`src/rtl/loader_pkg.sv`:
```
// Shared types for the instruction-memory loader: FSM state encoding and frame constants.
package loader_pkg;

    typedef enum logic [2:0] {
        IDLE = 3'd0,
        LEN  = 3'd1,
        DATA = 3'd2,
        CSUM = 3'd3,
        DONE = 3'd4,
        ERR  = 3'd5
    } loader_state_t;

    localparam int LEN_BYTES = 4;

endpackage

```
`src/rtl/instr_mem_loader.sv`:
```
// Receives a length-prefixed, checksummed byte stream and writes the payload little-endian
// into the instruction store, holding the CPU in reset until the image is verified.
module instr_mem_loader
    import loader_pkg::*;
#(
    parameter int ADDR_WIDTH = 12
) (
    input  logic                  clk,
    input  logic                  rst,
    input  logic                  load_start,
    input  logic                  in_valid,
    input  logic [7:0]            in_data,
    output logic                  in_ready,
    output logic                  wr_en,
    output logic [ADDR_WIDTH-1:0] wr_addr,
    output logic [7:0]            wr_data,
    output logic                  cpu_hold,
    output logic                  done,
    output logic                  err
);

    // One extra bit so a full-capacity image can be counted without wrapping.
    localparam int          CW       = ADDR_WIDTH + 1;
    localparam logic [32:0] CAPACITY = 33'(1) << ADDR_WIDTH;

    loader_state_t state, next_state;

    logic [CW-1:0] cnt;
    logic [31:0]   len_q;
    logic [7:0]    sum;

    logic          take;
    logic          len_last;
    logic          data_last;
    logic [31:0]   len_full;

    // A load_start pulse owns the cycle; a byte offered alongside it is left unconsumed.
    assign take      = in_valid & in_ready & ~load_start;
    assign len_last  = (cnt == CW'(LEN_BYTES - 1));
    assign data_last = ((32'(cnt) + 32'd1) == len_q);
    assign len_full  = {in_data, len_q[23:0]};

    always_ff @(posedge clk or posedge rst) begin
        if (rst) begin
            state <= IDLE;
        end else begin
            state <= next_state;
        end
    end

    always_comb begin
        next_state = state;
        if (load_start) begin
            next_state = LEN;
        end else begin
            case (state)
                LEN: begin
                    if (take && len_last) begin
                        if ({1'b0, len_full} > CAPACITY) begin
                            next_state = ERR;
                        end else if (len_full == 32'd0) begin
                            next_state = CSUM;
                        end else begin
                            next_state = DATA;
                        end
                    end
                end
                DATA: begin
                    if (take && data_last) begin
                        next_state = CSUM;
                    end
                end
                CSUM: begin
                    if (take) begin
                        next_state = (in_data == sum) ? DONE : ERR;
                    end
                end
                default: next_state = state;
            endcase
        end
    end

    // A failed load keeps the CPU held: the memory image cannot be trusted.
    always_comb begin
        in_ready = 1'b0;
        cpu_hold = 1'b0;
        done     = 1'b0;
        err      = 1'b0;
        case (state)
            LEN, DATA, CSUM: begin
                in_ready = 1'b1;
                cpu_hold = 1'b1;
            end
            DONE: done = 1'b1;
            ERR: begin
                err      = 1'b1;
                cpu_hold = 1'b1;
            end
            default: ;
        endcase
    end

    always_ff @(posedge clk or posedge rst) begin
        if (rst) begin
            cnt     <= '0;
            len_q   <= '0;
            sum     <= '0;
            wr_en   <= 1'b0;
            wr_addr <= '0;
            wr_data <= '0;
        end else begin
            wr_en <= 1'b0;
            if (load_start) begin
                cnt   <= '0;
                len_q <= '0;
                sum   <= '0;
            end else if (take) begin
                case (state)
                    LEN: begin
                        len_q[{cnt[1:0], 3'b000} +: 8] <= in_data;
                        cnt <= len_last ? '0 : cnt + CW'(1);
                    end
                    DATA: begin
                        wr_en   <= 1'b1;
                        wr_addr <= cnt[ADDR_WIDTH-1:0];
                        wr_data <= in_data;
                        cnt     <= cnt + CW'(1);
                        sum     <= sum + in_data;
                    end
                    default: ;
                endcase
            end
        end
    end

endmodule
```
`config.mk`:
```
export PLATFORM = sky130hd
export DESIGN_NAME = instr_mem_loader
export DESIGN_NICKNAME = d
export VERILOG_FILES = /design/src/rtl/loader_pkg.sv /design/src/rtl/instr_mem_loader.sv
export SDC_FILE = /design/constraint.sdc
export NUM_CORES = 1
export LEC_CHECK = 0
export ABC_AREA = 1
export CORE_UTILIZATION = 33
export CTS_CLUSTER_SIZE = 16
export DETAILED_ROUTE_END_ITERATION = 8
export SETUP_SLACK_MARGIN = 0.2
export SLEW_MARGIN = 20
export SYNTH_ARGS = -nofsm -noshare
export SYNTH_HDL_FRONTEND = slang
export SYNTH_SLANG_ARGS = --single-unit
export TNS_END_PERCENT = 10
```
`constraint.sdc`:
```
create_clock -name clk -period 4.22 [get_ports clk]
set_input_delay 0.844 -clock clk [delete_from_list [all_inputs] [get_ports clk]]
set_output_delay 0.844 -clock clk [all_outputs]
set_load 0.02 [all_outputs]
```
* Word level (Yosys, flattened, before mapping) *
Index checks and enable logic that the tools add are counted.

operators by class
  $lt $le $gt $ge = 1
  shift operators = 2
  eq/ne operators = 11
  add/subtract/negate cells = 4
  reductions and logical operators = 15
  bitwise logic cells = 3
  muxes and demuxes = 26

operator list
  operator                                                         number
  two-way mux 32 bit                                               3
  two-way mux 13 bit                                               3
  bitwise mux 32 bit                                               1
  == test 14 x 32 -> 1 bit                                         1
  greater-than comparator 32 x 13 -> 1 bit, second input constant  1
  zero test 32 bit                                                 1
  variable shift 8 x 7 -> 32 bit, first input constant             1
  indexed part select 8 x 7 -> 32 bit                              1
  one-hot mux 13 bit (2 select lines)                              1
  two-way mux 8 bit                                                3
  two-way mux 3 bit                                                5
  adder 13 x 1 -> 14 bit, second input constant                    1
  adder 13 x 1 -> 13 bit, second input constant                    1
  == test 13 x 2 -> 1 bit, second input constant                   1
  two-way mux 1 bit                                                9
  != test 3 bit, second input constant                             3
  one-hot mux 3 bit (3 select lines)                               1
  adder 8 bit                                                      1
  == test 8 bit                                                    1
  negation 5 -> 7 bit                                              1
  == test 3 x 2 -> 1 bit, second input constant                    2
  == test 3 bit, second input constant                             2
  AND reduction 2 bit                                              3
  nonzero test 2 bit                                               3
  10 further kinds                                                 12

storage, ports and cells
  logic and storage cells = 69
  input port bits = 12
  output and inout bits = 25
  bits in registers = 77

* Depth between registers and ports, before layout *
Gate-level depths: netlist (run 1).

  depth in word-level cells = 9
  gate-level depth with buffers = 17
  depth with buffers taken out = 16

* Worst setup path before layout (run 1) *
Ideal clock, no wire load.

  path kind = reg-to-reg
  start = register cnt[0]
  end = register state[2]
  stages on the path, launching flop included = 18
  clock period less this slack = 2,218 ps
  data arrival time = 2,101 ps
  slack = 2,002 ps
  required time = 4,103 ps
  path buffers = 1
  library setup time = 117 ps
  cell sequence = dfrtp_1 > inv_2 > clkbuf_1 > ha_1 > inv_1 > nor2_1 > nor2_1 > nand2_1 > nor2_1 > nand3_1 > nor2_1 > nand2_1 > nor2_1 > nand2_1 > nand2_2 > nand2_2 > nand2_1 > nand2_1

between the ends
  longest elaborated chain between the ends = 5
  elaborated cells between the ends (all ways) = 8
  classes of those cells = add/sub (1); eq/ne (4); reduce/logical (3)

RTL lines
  element                                   line                     source
  from (decl)                               instr_mem_loader.sv:28   logic [CW-1:0] cnt;
  from (signal assigned)                    instr_mem_loader.sv:121  cnt <= len_last ? '0 : cnt + CW'(1);
  from (signal assigned)                    instr_mem_loader.sv:127  cnt <= cnt + CW'(1);
  adder 13 x 1 -> 14 bit                    instr_mem_loader.sv:40   assign data_last = ((32'(cnt) + 32'd1) == len_q);
  == test 14 x 32 -> 1 bit                  instr_mem_loader.sv:40
  logical AND 1 bit                         instr_mem_loader.sv:69   if (take && data_last) begin
  != test 3 bit (no source line)            --
  AND reduction 4 bit (no source line) (*)  --
  to (signal assigned)                      instr_mem_loader.sv:47   state <= next_state;
  to (decl)                                 instr_mem_loader.sv:26   loader_state_t state, next_state;

Mark *: on every way between the ends. The rest lies on a longest branch, timed or not.
A chain may end at the register's enable or synchronous reset.

* Final worst setup path (run 1) *
  start = register state[0]
  end = output port err

between the ends
  longest elaborated chain between the ends = 2

RTL lines
  element            line                    source
  == test 3 bit      instr_mem_loader.sv:89  case (state)
  two-way mux 1 bit  instr_mem_loader.sv:89
  to (decl)          instr_mem_loader.sv:19  output logic err

Every way passes these cells.

==> results of run 1 <==
## registers in the layout, indices dropped and copies added (netlist names)
| name | flops |
|---|---|
| cnt | 13 |
| state | 3 |
| len_q | 32 |
| wr_data | 8 |
| wr_en | 1 |
| wr_addr | 12 |
| sum | 8 |
## routing by layer
layer  part of all wire, %  GRT usage, %  up-vias
met3                   5.2          4.14       18
met2                    45          26.9      104
met4                   2.4          6.15        0
met1                    47          22.8     1700
met5                     0             0        -
li1                      -             -     1828
## Yosys cell counts (2+ instances only)
master	number
sky130_fd_sc_hd__a21oi_1	9
sky130_fd_sc_hd__a21oi_2	2
sky130_fd_sc_hd__a22o_1	3
sky130_fd_sc_hd__buf_2	4
sky130_fd_sc_hd__clkbuf_1	5
sky130_fd_sc_hd__dfrtp_1	77
sky130_fd_sc_hd__ha_1	11
sky130_fd_sc_hd__inv_1	65
sky130_fd_sc_hd__inv_2	6
sky130_fd_sc_hd__nand2_1	127
sky130_fd_sc_hd__nand2_2	4
sky130_fd_sc_hd__nand3_1	48
sky130_fd_sc_hd__nand4_1	12
sky130_fd_sc_hd__nor2_1	44
sky130_fd_sc_hd__nor2_2	6
sky130_fd_sc_hd__nor2_4	3
sky130_fd_sc_hd__nor3_1	7
sky130_fd_sc_hd__nor4_1	5
sky130_fd_sc_hd__o21ai_0	48
sky130_fd_sc_hd__o21ai_1	6
sky130_fd_sc_hd__o22ai_1	20
sky130_fd_sc_hd__o31ai_1	2
sky130_fd_sc_hd__xnor2_1	2
sky130_fd_sc_hd__xor2_1	3
## area by class of cell
class | instances | share of cell area (%)
tap | 168 | 4.18
clock buffer | 11 | 5.03
clock inverter | 5 | 1.64
inverter | 72 | 5.38
timing repair buffer | 39 | 7.62
sequential | 77 | 38.3
multi-input combinational | 370 | 37.8
## final timing paths
path | end | slack, ns | depth (start not counted)
max in group asynchronous | sum[1]$_DFFE_PP0P_ | 2.56 | 3
min in group asynchronous | wr_addr[3]$_DFFE_PP0P_ | 0.86 | 2
min reg2reg | wr_data[2]$_DFFE_PP0P_ | 0.48 | 2
max | err | 1.59 | 5
min | wr_data[2]$_DFFE_PP0P_ | 0.48 | 2
max reg2reg | state[0]$_DFFE_PP0P_ | 1.84 | 16
## placed cells by master (no fill, tap or decap), types with 2 or more instances in the layout
master and instances:
sky130_fd_sc_hd__nor3_1 7, sky130_fd_sc_hd__clkbuf_8 2, sky130_fd_sc_hd__a22o_1 3, sky130_fd_sc_hd__o22ai_1 20
sky130_fd_sc_hd__nand4_1 12, sky130_fd_sc_hd__inv_1 64, sky130_fd_sc_hd__clkbuf_16 9, sky130_fd_sc_hd__nor2_4 3
sky130_fd_sc_hd__nand2_1 127, sky130_fd_sc_hd__ha_1 11, sky130_fd_sc_hd__clkdlybuf4s50_1 36, sky130_fd_sc_hd__nor2_1 44
sky130_fd_sc_hd__o31ai_1 2, sky130_fd_sc_hd__a21oi_2 2, sky130_fd_sc_hd__nor4_1 5, sky130_fd_sc_hd__clkinvlp_4 3
sky130_fd_sc_hd__nand2_2 4, sky130_fd_sc_hd__nand3_1 48, sky130_fd_sc_hd__a21oi_1 9, sky130_fd_sc_hd__bufinv_16 2
sky130_fd_sc_hd__o21ai_1 6, sky130_fd_sc_hd__dfrtp_1 77, sky130_fd_sc_hd__inv_2 7, sky130_fd_sc_hd__xor2_1 3
sky130_fd_sc_hd__xnor2_1 2, sky130_fd_sc_hd__o21ai_0 48, sky130_fd_sc_hd__nor2_2 6, sky130_fd_sc_hd__buf_4 3
## report_power, final
group	switching, mW	total, mW	internal, mW	leakage, nW
Sequential	0.0340	0.808	0.774	1.05
Clock	0.308	0.858	0.550	0.154
Combinational	0.257	0.382	0.125	1.07
## metrics by stage
step	cell area [sq um]	util, %
2_1_floorplan	4140	-
3_3_place_gp	4690	38.7
3_5_place_dp	4690	38.7
4_1_cts	5020	41.5
5_1_grt	5020	41.5
6_report	5020	41.5
## cells by family (layout without fill, tap and decap cells)
family / Yosys count / count (layout) / share of synthesized area (%)
buf+inv: 82 / 127 / 7.64
xor+xnor: 6 / 6 / 1.60
compound gates: 93 / 93 / 12.8
fa+ha+maj: 12 / 12 / 3.81
simple gates: 259 / 259 / 27.7
flops: 77 / 77 / 46.5
## critical path, delay by kind of cell, from the launching register on
family,cells,cell delay [ns]
buf+inv,3,0.80
flops,1,0.46
simple gates,2,0.19
==> qor.txt, run 1 <==
Outcome: completed
Dominant cells by area after synthesis: sky130_fd_sc_hd__dfrtp_1 47%, sky130_fd_sc_hd__nand2_1 12%, sky130_fd_sc_hd__inv_1 5.9%, sky130_fd_sc_hd__nand3_1 5.8%, sky130_fd_sc_hd__o21ai_0 5.8%
Critical path required time: 3.38 ns
Mean routed wirelength per cell: 13.9 um
Share of cells above drive strength 1: 7.67%
Wire length of the first global-routing pass: 17,100 um
Number of setup violations in the final report: 0
Aggregate routed wire length: 10,300 um
Critical register-to-register path startpoint: cnt[0]$_DFFE_PP0P_
Largest fanout of any net on the critical path: 5
Port Buffer Count: 36
Worst Setup Slack post-DPL: 1.28 ns
CTS Buffer Depth: 2
Die width: 114 um
Initial core utilization: 34.2%
Delay of the slowest critical-path stage: 0.61 ns
Post-synthesis sequential element count: 77
Post-route setup TNS: 0 ns
Antenna diode count: 0
Remaining max-slew budget at the tightest pin: 46.3%
Share of Yosys cell area claimed by the top area cell type: 46.5%
Count of flip-flops with a built-in enable after synthesis: 0
Endpoints failing hold: 0
Die boundary height: 114 um
Sequential cell area fraction in the yosys report: 46.5%
Synth Area per Inst: 7.83 sq um
Maximum frequency from static timing analysis: 380 MHz
Cell chosen for the clock root: sky130_fd_sc_hd__clkbuf_16
P&R area growth vs syn: 21.3%
Most used flip-flop cell after synthesis: sky130_fd_sc_hd__dfrtp_1
Post-Synthesis Cells: 529
CP Launch Type: register
Cell Count, Final, Fillers Out: 742
Fin crit period: 2.63 ns
Antenna violations before repair: 0
Synthesized net count: 553
CTS tree: yes
Setup repair after global routing missed its margin: no
Clock skew: 0.00776 ns
Number of maximum-capacitance violations: 0
Synth async-reset ratio: 100%
Placed wire-length estimate: 7820 um
Hold Buf Count CTS: 0
Register clock-pin slew on the reported worst setup and hold paths: 0.06 ns
Hold wc startpoint: wr_data[2]$_DFFE_PP0P_
Die area: 0.0130 sq mm
Pin count of the biggest net entering global routing: 44
Critical Path Slowest Stage Cell: sky130_fd_sc_hd__clkdlybuf4s50_1
Distinct cell type count after synthesis: 34
Violation count after the first detailed-routing iteration: 259
Lkg Pwr: 2.27 nW
Leftover overflow at the end of global routing: 0
Cells after DPL: 726
Worst-case hold slack: 0.480 ns
Gates resized, CTS repair: 0
Post-layout nets: 593
Pwr per Cell Area: 407 mW/mm^2
Worst Hold Class: register to register
IR Drop Worst-Case VDD: 0.000205 V
Post-route clock period utilization: 62.3%
Row Count: 40
Cell area after technology mapping: 0.00414 sq mm
Fillers: 1,235
Routed vias/inst: 4.92
TritonCTS Buffers: 9
Ports placed on the boundary: 37
Type of the worst setup path: register to output port
Yosys synthesis warning count: 0
FF/Latch Area: 0.00193 sq mm
Buffer count from post-CTS setup fixing: 0
Global-route total usage across every layer: 17.1%
Clk_lat worst skew: 0.34 ns
Cell type with the highest aggregate area in the netlist: sky130_fd_sc_hd__dfrtp_1
Drt drc: 0
Weighted congestion at the end of routability-driven global placement: 0.897
Final count of pins violating max slew: 0
Area of the multi-input gates: 0.00190 sq mm
Critical Path Source: state[0]$_DFFE_PP0P_
TritonRoute pass-1 iters: 5
Min setup slack post-route: 1.59 ns
Via count of the first global-routing pass: 3,480
TritonCTS Sinks: 77
Area inside the core boundary: 0.0121 sq mm
H-tree lvl count: 3
Arrival time of data at the critical path endpoint: 1.79 ns
Total number of vias: 3,650
Worst Max-Slew Pin Slew: 0.800 ns
Ordered cell list for the critical path: inv_1 > nor2_1 > inv_1 > nor2_1 > clkdlybuf4s50_1
Capturing element type of the critical path: output port
Remaining antenna violation count: 0
Pwr Total: 2.05 mW
No activity file was read; power rests on OpenSTA's default activity.
==> run 2: changes to the inputs <==
- clock period: 4.22 -> 2.5 ns (I/O delays scaled with it)
==> run 2 against run 1 <==
Power rose by 64%. Utilization rose by 0.99 points. Sequential power rose by 70%. First-iteration DRC count fell by 6.9%. Combinational power rose by 79%. Clock power rose by 54%. Worst setup slack got worse by 1.3 ns. Critical path depth fell by 1. Register-to-register slack got worse by 1.5 ns. Die area did not move. Sequential share of layout area fell by 0.85 points. Design area rose by 2.4%.
==> qor.txt, run 2 (synthesis gave the netlist of run 1 again) <==
Internal power: 2.38 mW
Largest fanout of any net on the critical path: 6
Clock power frac: 39.2%
Ports placed on the boundary: 37
Clk_lat worst skew: 0.34 ns
Register clock-pin slew on the reported worst setup and hold paths: 0.05 ns
Register ranked first by flip-flop count: len_q
Routed vias/inst: 4.95
Lkg Pwr: 2.35 nW
Drt drc: 0
CP Launch Type: register
Leftover overflow at the end of global routing: 0
Number of setup violations in the final report: 0
Cell Count, Final, Fillers Out: 756
Outcome: completed
Via count of the first global-routing pass: 3,520
Global-route total usage across every layer: 17.0%
Weighted congestion at the end of routability-driven global placement: 0.930
Die boundary height: 114 um
Die width: 114 um
Row Count: 40
Antenna diode count: 0
Capturing element type of the critical path: output port
Buffer count from post-CTS setup fixing: 0
Arrival time of data at the critical path endpoint: 1.72 ns
Endpoints failing hold: 0
Setup repair after global routing missed its margin: yes
Pwr per Cell Area: 654 mW/mm^2
TritonCTS Sinks: 77
Critical Path Slowest Stage Cell: sky130_fd_sc_hd__clkdlybuf4s50_1
CTS Buffer Depth: 2
Combinational cell fraction of total power: 20.3%
Top delay family on crit path: buffers and inverters
Post-route clock period utilization: 88.8%
Flip-flop count of the largest register, all copies and words added: 32
Critical path required time: 2.00 ns
Gates resized, CTS repair: 0
Aggregate routed wire length: 10,400 um
Post-route setup TNS: 0 ns
Pin count of the biggest net entering global routing: 43
Ordered cell list for the critical path: nor2_1 > inv_2 > nand2_1 > clkdlybuf4s50_1
Most common library cell in the layout ignoring fill and taps: sky130_fd_sc_hd__nand2_1
Cells after DPL: 740
Initial core utilization: 34.2%
Port Buffer Count: 36
Mean routed wirelength per cell: 13.7 um
Remaining max-slew budget at the tightest pin: 55.4%
Fin crit period: 2.22 ns
TritonCTS Buffers: 9
Maximum frequency from static timing analysis: 451 MHz
Delay of the slowest critical-path stage: 0.59 ns
Cell chosen for the clock root: sky130_fd_sc_hd__clkbuf_16
Share of cells above drive strength 1: 10.2%
TritonRoute pass-1 iters: 5
Remaining antenna violation count: 0
Number of maximum-capacitance violations: 0
Sequential cell fraction of total power: 40.6%
Die area: 0.0130 sq mm
Largest registers in the final layout: len_q x32, cnt x13, wr_addr x12
Hold Buf Count CTS: 0
Wire length of the first global-routing pass: 17,300 um
CTS tree: yes
Clock skew: 0.00988 ns
Critical path buffer and inverter count: 2
Fillers: 1,266
Worst Hold Class: register to register
Area inside the core boundary: 0.0121 sq mm
Worst Max-Slew Pin Slew: 0.669 ns
Type of the worst setup path: register to output port
Switching power: 0.989 mW
Antenna violations before repair: 0
P&R area growth vs syn: 24.2%
Violation count after the first detailed-routing iteration: 241
Final count of pins violating max slew: 0
Switching part of the total power: 29.4%
Post-layout nets: 607
H-tree lvl count: 3
Placed wire-length estimate: 7970 um
IR Drop Worst-Case VDD: 0.000267 V
Total number of vias: 3,742
Commonest cells after routing, fill and taps aside: 127 x sky130_fd_sc_hd__nand2_1, 75 x sky130_fd_sc_hd__dfrtp_1, 63 x sky130_fd_sc_hd__inv_1
run 2: cell count changes in the layout (fill, tap and decap cells not counted), sizes merged:
| cell | delta |
|---|---|
| inv | -1 |
| bufinv | -1 |
| clkinvlp | -2 |
| buf | +14 |
| clkbuf | +2 |
| clkinv | +2 |
run 2: path summary, 6_finish.rpt:
| check | from | end | slack, ns | depth (start not counted) |
|---|---|---|---|---|
| setup reg to reg | cnt[0]$_DFFE_PP0P_ | state[0]$_DFFE_PP0P_ | 0.34 | 16 |
| max in group asynchronous | rst | state[0]$_DFFE_PP0P_ | 1.37 | 3 |
| hold reg to reg | wr_data[7]$_DFFE_PP0P_ | wr_data[7]$_DFFE_PP0P_ | 0.48 | 2 |
| min in group asynchronous | rst | cnt[3]$_DFFE_PP0P_ | 0.57 | 2 |
| setup / recovery | state[2]$_DFFE_PP0P_ | cpu_hold | 0.28 | 4 |
| hold / removal | wr_data[7]$_DFFE_PP0P_ | wr_data[7]$_DFFE_PP0P_ | 0.48 | 2 |
run 2: final cells by class:
type | count | area (sq um) | area share (%)
Inverter | 72 | 274 | 5.33
Multi-Input combinational cell | 370 | 1900 | 37.0
Sequential cell | 77 | 1930 | 37.5
Tap cell | 168 | 210 | 4.09
Clock inverter | 3 | 43.8 | 0.851
Timing Repair Buffer | 53 | 526 | 10.2
Clock buffer | 13 | 260 | 5.06
run 2: metal layers:
layer / track usage (%) / wire (um) / up-vias
met4: 4.42 / 111 / 0
met3: 3.45 / 506 / 13
met1: 23.7 / 4970 / 1777
met5: 0 / 0 / -
met2: 27.1 / 4800 / 88
li1: - / - / 1864
run 2: power by group through the flow:
stage	logic, mW	registers (mW)	clock network [mW]
4_1_cts	0.684	1.36	1.35
6_report	0.682	1.37	1.32
3_3_place_gp	0.674	1.39	0
3_5_place_dp	0.681	1.39	0
2_1_floorplan	0.407	1.39	0
5_1_grt	0.757	1.38	1.40
run 2: through the flow:
| step | hold WS (ns) | total power [mW] | utilization, % | cell area (sq um) | setup WS (ns) |
|---|---|---|---|---|---|
| after global placement | 0.465 | 2.06 | 39.9 | 4840 | 0.0840 |
| after global routing | 0.506 | 3.53 | 42.5 | 5140 | 0.128 |
| after CTS | 0.487 | 3.40 | 42.4 | 5140 | 0.211 |
| final | 0.483 | 3.37 | 42.5 | 5140 | 0.281 |
| after detailed placement | 0.472 | 2.07 | 39.9 | 4840 | 0.0331 |
| after floorplan | 0.454 | 1.80 | - | 4150 | 0.282 |
run 2: worst register-to-register path, stage by stage, from the launching register on:
cell and delay (ns):
sky130_fd_sc_hd__dfrtp_2 0.44, sky130_fd_sc_hd__ha_1 0.21, sky130_fd_sc_hd__nand2_1 0.11, sky130_fd_sc_hd__nor2_2 0.24, sky130_fd_sc_hd__nand2_1 0.09, sky130_fd_sc_hd__nand2_1 0.06
sky130_fd_sc_hd__nand2_1 0.10, sky130_fd_sc_hd__nand2_1 0.09, sky130_fd_sc_hd__nand3_1 0.07, sky130_fd_sc_hd__nor2_1 0.09, sky130_fd_sc_hd__nand2_1 0.05, sky130_fd_sc_hd__nor2_1 0.08
sky130_fd_sc_hd__nand2_1 0.10, sky130_fd_sc_hd__nand2_2 0.11, sky130_fd_sc_hd__nand2_2 0.07, sky130_fd_sc_hd__nand2_1 0.08, sky130_fd_sc_hd__nand2_1 0.05
==> run 3: changes to the inputs <==
- CORE_UTILIZATION: 33 -> 25
==> run 3 against run 2 <==
Global-route usage fell by 3.2 points. Cell count up 5.8%. Power rose by 7.6%.
==> qor.txt, run 3 (synthesis gave the netlist of run 1 again) <==
Lkg Pwr: 2.35 nW
Violation count after the first detailed-routing iteration: 217
Share of cells above drive strength 1: 9.76%
CP Launch Type: register
Setup repair after global routing missed its margin: yes
TritonCTS Sinks: 77
Post-layout nets: 603
Pwr per Cell Area: 695 mW/mm^2
Port Buffer Count: 36
Type of the worst setup path: register to output port
Drt drc: 0
Minimum setup slack among reg-to-reg paths: 0.38 ns
Critical Path Slowest Stage Cell: sky130_fd_sc_hd__clkdlybuf4s50_1
P&R area growth vs syn: 25.7%
Worst Hold Class: register to register
Row Count: 46
Capturing element type of the critical path: output port
Pin count of the biggest net entering global routing: 78
Outcome: completed
Endpoints failing hold: 0
Worst Setup Slack post-DPL: 0.0741 ns
Mean routed wirelength per cell: 13.5 um
Flip-flop count of the largest register, all copies and words added: 32
Arrival time of data at the critical path endpoint: 1.71 ns
Initial core utilization: 25.8%
Die width: 131 um
Routed vias/inst: 4.53
Min setup slack post-route: 0.287 ns
Ports placed on the boundary: 37
Global-route total usage across every layer: 13.9%
Number of setup violations in the final report: 0
CTS tree: yes
Delay of the slowest critical-path stage: 0.64 ns
Clk_lat worst skew: 0.34 ns
Post-route setup TNS: 0 ns
Leftover overflow at the end of global routing: 0
Critical path required time: 2.00 ns
Die area: 0.0171 sq mm
Maximum frequency from static timing analysis: 452 MHz
Remaining max-slew budget at the tightest pin: 52.5%
Weighted congestion at the end of routability-driven global placement: 0.832
H-tree lvl count: 3
Antenna diode count: 0
Number of maximum-capacitance violations: 0
Ordered cell list for the critical path: inv_1 > nor3_1 > clkdlybuf4s50_1
Buffer count from post-CTS setup fixing: 0
Via count of the first global-routing pass: 3,568
Final count of pins violating max slew: 0
Commonest cells after routing, fill and taps aside: 127 x sky130_fd_sc_hd__nand2_1, 75 x sky130_fd_sc_hd__dfrtp_1, 63 x sky130_fd_sc_hd__inv_1
Largest registers in the final layout: len_q x32, cnt x13, wr_addr x12
Total number of vias: 3,627
Antenna violations before repair: 0
Clock skew: 0.00894 ns
Hold Buf Count CTS: 0
Pwr Total: 3.62 mW
Register ranked first by flip-flop count: len_q
IR Drop Worst-Case VDD: 0.000380 V
CTS Buffer Depth: 2
Wire length of the first global-routing pass: 18,000 um
Placed wire-length estimate: 8110 um
Worst Max-Slew Pin Slew: 0.712 ns
Die boundary height: 131 um
Critical path buffer and inverter count: 2
TritonRoute pass-1 iters: 4
Aggregate routed wire length: 10,800 um
TritonCTS Buffers: 9
Largest fanout of any net on the critical path: 6
Most common library cell in the layout ignoring fill and taps: sky130_fd_sc_hd__nand2_1
Area inside the core boundary: 0.0161 sq mm
Post-route clock period utilization: 88.5%
Cell chosen for the clock root: sky130_fd_sc_hd__clkbuf_16
Remaining antenna violation count: 0
Register clock-pin slew on the reported worst setup and hold paths: 0.06 ns
Fin crit period: 2.21 ns
Top delay family on crit path: buffers and inverters
run 3: cell type report:
| type | count | area, sq um |
|---|---|---|
| timing repair buffer | 49 | 472 |
| fill | 1712 | 10900 |
| tap | 216 | 270 |
| inverter | 72 | 274 |
| multi-input combinational | 370 | 1900 |
| sequential | 77 | 1930 |
| clock inverter | 7 | 138 |
| clock buffer | 9 | 225 |
run 3: where the power goes:
part / total (mW) / internal, mW / switching [mW]
registers: 1.37 / 1.31 / 0.0583
clock network: 1.59 / 1.07 / 0.514
logic: 0.668 / 0.226 / 0.443
total: 3.62 / 2.61 / 1.02
run 3: path summary, 6_finish.rpt:
check,start,cells past startpoint,endpoint
max in group asynchronous,rst,3,cnt[0]$_DFFE_PP0P_
hold reg to reg,wr_addr[4]$_DFFE_PP0P_,2,wr_addr[4]$_DFFE_PP0P_
min in group asynchronous,rst,3,len_q[6]$_DFFE_PP0P_
setup reg to reg,cnt[1]$_DFFE_PP0P_,15,state[1]$_DFFE_PP0P_
setup / recovery,state[2]$_DFFE_PP0P_,3,done
hold / removal,wr_addr[4]$_DFFE_PP0P_,2,wr_addr[4]$_DFFE_PP0P_
run 3: through the flow:
stage               instances  util [%]  hold WS (ns)  instance area [sq um]
floorplan                 529         -         0.454                   4150
global placement          784      30.1         0.467                   4840
detailed placement        784      30.1         0.472                   4840
CTS                       800      32.4         0.487                   5200
global route              800      32.4         0.507                   5210
finish                    800      32.4         0.483                   5210
run 3: routing by layer:
metal  vias to the layer above  track usage, %  wire length [um]
li1                       1846               -                 -
met1                      1703            18.4              5410
met2                        66            22.0              4880
met3                        12            3.66               372
met4                         0            4.46               170
met5                         -               0                 0
run 3: worst register-to-register path: cells and delay by family, from the launching register on:
family | cells | cell delay [ns]
buf+inv | 2 | 0.20
fa+ha+maj | 1 | 0.35
simple gates | 11 | 0.88
flops | 1 | 0.41
compound gates | 1 | 0.17
run 3: timing repair:
| item | CTS | global route |
|---|---|---|
| gates resized for setup | 1 | 5 |
| pin swaps | 0 | 0 |
| endpoints found under the setup margin | 1 | 6 |
